## src/rtl/splitting_128bit.sv

```systemverilog
// Serializes a 128-bit block into four 32-bit words over a valid/ready stream.
// Word order is selected by MSW_FIRST; a new block can be taken on the last word's cycle.
module splitting_128bit #(
    parameter int unsigned MSW_FIRST = 1
) (
    input  logic         CLK,
    input  logic         RST_N,
    input  logic [127:0] data_in,
    input  logic         load,
    output logic         in_ready,
    input  logic         abort,
    output logic [31:0]  data_out,
    output logic         out_valid,
    input  logic         out_ready,
    output logic         last,
    output logic [2:0]   counter
);

    typedef enum logic {
        IDLE = 1'b0,
        SEND = 1'b1
    } state_t;

    state_t         state_q, state_d;
    logic [127:0]   buf_q, buf_d;
    logic [2:0]     counter_q, counter_d;

    logic           block_xfer;
    logic           word_xfer;
    logic           final_word;
    logic [127:0]   buf_shifted;

    always_ff @(posedge CLK or negedge RST_N) begin
        if (!RST_N) begin
            state_q   <= IDLE;
            buf_q     <= '0;
            counter_q <= '0;
        end else begin
            state_q   <= state_d;
            buf_q     <= buf_d;
            counter_q <= counter_d;
        end
    end

    // The buffer is always zero in IDLE, so the emitted slice needs no gating.
    always_comb begin
        if (MSW_FIRST != 0) begin
            data_out    = buf_q[127:96];
            buf_shifted = {buf_q[95:0], 32'h0};
        end else begin
            data_out    = buf_q[31:0];
            buf_shifted = {32'h0, buf_q[127:32]};
        end
    end

    always_comb begin
        final_word = (state_q == SEND) && (counter_q == 3'd3);
        out_valid  = (state_q == SEND);
        last       = final_word;
        counter    = counter_q;
        // out_ready feeds in_ready combinationally so back-to-back blocks have no bubble.
        in_ready   = (state_q == IDLE) || (final_word && out_ready && !abort);
        word_xfer  = out_valid && out_ready;
        block_xfer = load && in_ready;
    end

    always_comb begin
        state_d   = state_q;
        buf_d     = buf_q;
        counter_d = counter_q;
        if (abort) begin
            state_d   = IDLE;
            buf_d     = '0;
            counter_d = 3'd0;
        end else if (block_xfer) begin
            state_d   = SEND;
            buf_d     = data_in;
            counter_d = 3'd0;
        end else if (word_xfer) begin
            if (final_word) begin
                state_d   = IDLE;
                buf_d     = '0;
                counter_d = 3'd4;
            end else begin
                buf_d     = buf_shifted;
                counter_d = counter_q + 3'd1;
            end
        end
    end

endmodule

```

## config.mk

```make
export PLATFORM = sky130hd
export DESIGN_NAME = splitting_128bit
export DESIGN_NICKNAME = d
export VERILOG_FILES = /design/src/rtl/splitting_128bit.sv
export SDC_FILE = /design/constraint.sdc
export NUM_CORES = 1
export LEC_CHECK = 0
export ABC_CLOCK_PERIOD_IN_PS = 2100
export CAP_MARGIN = 20
export CORE_UTILIZATION = 45
export CTS_BUF_LIST = sky130_fd_sc_hd__clkbuf_2 sky130_fd_sc_hd__clkbuf_4 sky130_fd_sc_hd__clkbuf_8
export CTS_CLUSTER_SIZE = 12
export DETAILED_ROUTE_END_ITERATION = 6
export PLACE_DENSITY = 0.74
export SLEW_MARGIN = 25
export SYNTH_ARGS = -nofsm -noshare
export SYNTH_HDL_FRONTEND = slang
export SYNTH_SLANG_ARGS = --single-unit
```

## constraint.sdc

```tcl
create_clock -name CLK -period 2.1 [get_ports CLK]
set_clock_uncertainty 0.15 [all_clocks]
set_input_delay 0.525 -clock CLK [delete_from_list [all_inputs] [get_ports CLK]]
set_output_delay 0.525 -clock CLK [all_outputs]
set_load 0.01 [all_outputs]
```

---- Yosys cells after proc, flatten, opt, wreduce, memory -nomap -nowiden ----
Index checks and enable logic that the tools add are counted.
storage, ports and cells
  register bits after elaboration ......... 132
  bits of input ports ..................... 133
  output and inout port bits .............. 38
  word-level logic and storage cells ...... 28
cells by class
  $add $sub $neg .......................... 1
  equality and inequality tests ........... 1
  mux-type cells .......................... 12
  bitwise operators ....................... 1
  reductions and logical operators ........ 10
operators with widths
  operator                                       count
  two-way mux 128 bit                            4
  two-way mux 3 bit                              4
  nonzero test 3 bit                             2
  logical AND 1 bit                              5
  two-way mux 1 bit                              4
  adder 3 x 1 -> 3 bit, second input constant    1
  == test 3 x 2 -> 1 bit, second input constant  1
  AND reduction 2 bit                            1
  logical NOT 1 bit                              1
  logical OR 1 bit                               1
  NOT 1 bit                                      1

---- Longest topological paths before layout ----
  depth in word-level cells ............... 8
  depth in mapped cells ................... 7
  mapped depth without buffers ............ 5

---- Worst setup path before layout ----
Ideal clock, no wire load.
  path kind ............................... reg-to-reg
  start point ............................. register counter_q[0], in the netlist counter[0]
  end point ............................... register buf_q[71]
  library setup time ...................... 0.121 ns
  arrival ................................. 1.726 ns
  required time ........................... 1.829 ns
  setup slack ............................. 0.102 ns
  stages on the path, launching flop included .. 8
  buffers on the path ..................... 2
  clock period less this slack ............ 1.998 ns
  cell sequence ........................... dfrtp_1 > ha_1 > ha_1 > a21bo_1 > clkbuf_1 > clkbuf_1 > and3_1 > o22a_1
on the way
  word-level cells in the longest chain between the ends .. 8
  elaborated cells between the ends (all ways) .. 11
  those cells by class .................... 1 x eq/ne; 4 x mux; 6 x reduce/logical
RTL lines
  what                             line  source
  start: declaration               26    logic [2:0] counter_q, counter_d;
  start signal: assignment         41    counter_q <= counter_d;
  == test 3 x 2 -> 1 bit (*)       57    final_word = (state_q == SEND) && (counter_q == 3'd3);
  logical AND 1 bit (*)            57
  logical AND 1 bit (2 in series)  62    in_ready = (state_q == IDLE) || (final_word && out_ready && !abort);
  logical OR 1 bit                 62
  logical AND 1 bit                64    block_xfer = load && in_ready;
  two-way mux 128 bit              75    end else if (block_xfer) begin
  two-way mux 128 bit              71    if (abort) begin
  end signal: assignment           40    buf_q <= buf_d;
  end: declaration                 25    logic [127:0] buf_q, buf_d;
Every way passes the cells marked *; elsewhere a longest branch is shown, timed or not. The select of a mux whose other input is x is not followed.
A chain may end at the register's enable or synchronous reset.

---- Final worst setup path ----
  start point ............................. register counter_q[0], in the netlist counter[0]
  end point ............................... output port in_ready
on the way
  word-level cells in the longest chain between the ends .. 5
RTL lines
  what                             line  source
  == test 3 x 2 -> 1 bit           57
  logical AND 1 bit                57
  logical AND 1 bit (2 in series)  62
  logical OR 1 bit                 62
  end: declaration                 10    output logic in_ready,
No other way between the ends.

==> impl_summary.txt <==
----------------------------------------------------
[Timing]
  RSZ-0062 raised after global routing ... true
  Setup slack of the critical path after layout ... -0.02987 ns
  Maximum achievable frequency ... 469.5 MHz
  Final number of hold-violating endpoints ... 0
  Fin. max-slew vios ... 0
  Setup violations, final ... 2
  Slew at the pin closest to its max-slew limit ... 0.5076 ns
  Time the worst path needs with I/O delays and setup ... 2.130 ns
  Final-layout setup total negative slack ... -0.04678 ns
  Final period util ... 1.014
  Headroom to the max-slew limit ... 0.6616

[Detailed routing]
  Post-route antenna net violation count ... 0
  Total wirelength of the detailed-routed design ... 18.57 mm
  Vias ... 5806
  Number of DRC markers after the initial detailed-route iteration ... 307
  Count of unresolved DRC violations after routing ... 0
  Average via count per standard cell ... 5.637
  Wire per inst ... 18.03 um
  First-pass iteration count of the detailed router ... 4

[Clock network]
  TritonCTS clock tree ... built
  Clock latency on the worst-skew pair ... 0.43 ns
  Number of levels in the clock H-tree ... 4
  Clock sinks ... 132
  Clock tree root driver cell ... sky130_fd_sc_hd__clkbuf_8
  Number of CTS-inserted buffers ... 17
  Clk buf depth ... 2
  Clock slew at the register clock pins of the worst setup and hold paths ... 0.07 ns

[Floorplanning]
  Initial core utilization ... 0.4641
  Die height ... 127.7 um
  Total core area ... 15310 um^2
  I/O pin count ... 171
  Die Footprint ... 16300 um^2
  Overall die width ... 127.7 um
  Core Rows ... 45

[Worst hold path]
  Hold Crit Class ... reg -> reg

[Critical path]
  Worst setup path class ... reg -> out
  Crit end category ... primary output
  Critical Path AT ... 1.45 ns
  Worst setup SP type ... register
  Maximum fanout along the worst path ... 3
  Delay of the slowest critical-path stage ... 0.39 ns
  Minimum setup slack among reg-to-reg paths ... 0.01 ns
  CP bufs+invs ... 1
  Slowest stage cell on the critical path ... sky130_fd_sc_hd__dfrtp_1
  Critical path's top delay family ... flip-flops
  Cells traversed along the worst timing path ... ha_2 -> ha_4 -> nand2_1 -> o21ai_2 -> buf_2
  Data required time of the critical path ... 1.42 ns

[Synth]
  Flip-flop and latch count after synthesis ... 132
  Share of the yosys chip area belonging to registers ... 0.4647
  Most repeated cell in the gate-level netlist after synthesis ... sky130_fd_sc_hd__dfrtp_1
  Synth warnings ... 0
  Dominant synthesized flop cell ... sky130_fd_sc_hd__dfrtp_1
  Share of synthesized registers carrying an async set or reset ... 1.000
  Syn Nets ... 822
  Share of Yosys cell area claimed by the top area cell type ... 0.4647
  Leading post-synthesis cells by cell area ... sky130_fd_sc_hd__dfrtp_1, sky130_fd_sc_hd__o22a_1, sky130_fd_sc_hd__a211oi_1
  Library cells used by synthesis ... 26
  Number of enable flip-flop cells after synthesis ... 0
  Synth cell count leaders ... sky130_fd_sc_hd__dfrtp_1, sky130_fd_sc_hd__a211oi_1, sky130_fd_sc_hd__nand2b_1
  Syn_area_per_cell ... 10.35 um^2
  Cell area after synthesis ... 7108 um^2
  Mapped Cells ... 687
  Cell type contributing the most total cell area after synthesis ... sky130_fd_sc_hd__dfrtp_1

[Cells and area]
  Synth-to-layout area growth ... 35.03%
  Filler-free cell count of the finished design ... 1030
  Post-layout nets ... 942
  Layout cells sized above 1 ... 0.1477
  N_diodes ... 0
  Post-route core utilization ... 0.6267

[Run status]
  Violations in the final reports ... negative setup slack
  Outcome ... finished with violations

[Global routing]
  Number of antenna violations at the first check in global routing ... 0
  Maximum number of pins on one net before global-route repair ... 63
  Global-route total usage across every layer ... 0.2349
  Via count of the first global-routing pass ... 5818
  Total overflow reported by the global router ... 0
  First-pass GRT wire length ... 30.06 mm

[Power and ir drop]
  Switch share ... 0.2687
  Leak ... 4.304 nW
  Pwr/cell area ... 641.6 nW/um^2
  Clk network pwr share ... 0.308
  Post-layout total power ... 6.158 mW
  Switching pwr ... 1.654 mW
  Reg power frac ... 0.473
  Internal power ... 4.504 mW
  Peak supply drop ... 0.3419 mV
  Logic gate share of total power ... 0.219

[Place]
  Dpl ws ... -0.3221 ns
  Post-DP HPWL ... 13.04 mm
  Count of buffers inserted at the top-level ports ... 170
  Final Wtd Congestion ... 0.8171
  Instance count after placement with tap cells included ... 996

[Job]
  Number of max-cap violations ... 0

----------------------------------------------------
-- layout make-up --
class	instances	area, um^2
clock buffer	26	326.6
inverter	2	7.507
multi-input combinational	440	3425
tap	211	264.0
clock inverter	5	25.02
sequential	132	3304
timing repair buffer	214	2246
fill	1250	5717
-- timing repair --
item / 4_1_cts / 5_1_grt
hold buffers: 1 / 0
pin swaps: 4 / 12
setup endpoints to repair: 15 / 54
resized for setup: 24 / 31
gates cloned: 0 / 0
setup buffers: 2 / 0
endpoints found under the hold margin: 47 / 0
-- layer usage --
metal  global-route usage  part of all wire
met4              0.07682             0.011
met2               0.3581              0.45
met5                    0                 0
met1               0.3386              0.49
met3              0.04299             0.048
-- power groups by stage --
stage,clock network (mW),logic [mW],registers (mW)
after floorplan,0,0.727,2.91
after global placement,0,1.26,2.95
after detailed placement,0,1.29,2.96
after CTS,1.94,1.31,2.91
after global routing,2.05,1.46,2.94
final,1.90,1.35,2.91
-- layout by cell type, fill, tap and decap left out, types with 2 or more instances in the layout --
| cell | Yosys | final |
|---|---|---|
| sky130_fd_sc_hd__a22o_1 | 32 | 32 |
| sky130_fd_sc_hd__dlygate4sd2_1 | 0 | 3 |
| sky130_fd_sc_hd__buf_12 | 0 | 17 |
| sky130_fd_sc_hd__nand2b_1 | 97 | 96 |
| sky130_fd_sc_hd__clkinv_2 | 0 | 5 |
| sky130_fd_sc_hd__nor2b_4 | 0 | 2 |
| sky130_fd_sc_hd__buf_4 | 32 | 26 |
| sky130_fd_sc_hd__inv_1 | 2 | 2 |
| sky130_fd_sc_hd__o22a_1 | 96 | 96 |
| sky130_fd_sc_hd__a211oi_1 | 97 | 67 |
| sky130_fd_sc_hd__and2_4 | 0 | 2 |
| sky130_fd_sc_hd__clkbuf_8 | 0 | 21 |
| sky130_fd_sc_hd__a21oi_1 | 2 | 2 |
| sky130_fd_sc_hd__clkbuf_4 | 0 | 5 |
| sky130_fd_sc_hd__buf_6 | 5 | 2 |
| sky130_fd_sc_hd__a211oi_2 | 0 | 29 |
| sky130_fd_sc_hd__dfrtp_1 | 132 | 131 |
| sky130_fd_sc_hd__clkdlybuf4s50_1 | 0 | 163 |
| sky130_fd_sc_hd__and3_1 | 96 | 96 |
| sky130_fd_sc_hd__nand2_1 | 2 | 2 |
-- path summary, 6_finish.rpt --
| check | start | endpoint | depth (start not counted) |
|---|---|---|---|
| worst max-delay path | counter[0] | in_ready | 5 |
| worst min-delay path | buf_q[99] | buf_q[99] | 1 |
| worst max register to register | counter[0] | buf_q[66] | 8 |
| worst min register to register | buf_q[99] | buf_q[99] | 1 |
| max in group asynchronous | RST_N | buf_q[43] | 3 |
| min in group asynchronous | RST_N | buf_q[125] | 2 |
-- per-stage QoR --
| stage | hold slack (ns) | instance area [um^2] |
|---|---|---|
| after floorplan | 0.07941 | 7108 |
| after global placement | 0.3266 | 9024 |
| after detailed placement | 0.3309 | 9024 |
| after CTS | 0.3462 | 9442 |
| after global routing | 0.3611 | 9598 |
| final | 0.3433 | 9598 |
-- sequential cells by signal (all words and copies together) (netlist names) --
| register | flops |
|---|---|
| buf_q | 128 |
| counter | 3 |
| out_valid | 1 |
-- cells by family (layout without fill, tap and decap cells) --
family | count (synthesis) | in the layout | share of synthesized area
muxes | 1 | 1 | 0.001408
buffers and inverters | 115 | 247 | 0.08432
AOI/OAI and AO/OA | 231 | 231 | 0.2656
DFF | 132 | 132 | 0.4647
adders and majority gates | 2 | 2 | 0.003520
and+or+nand+nor | 206 | 206 | 0.1804
Note: power is estimated with default switching activity, not from simulation.
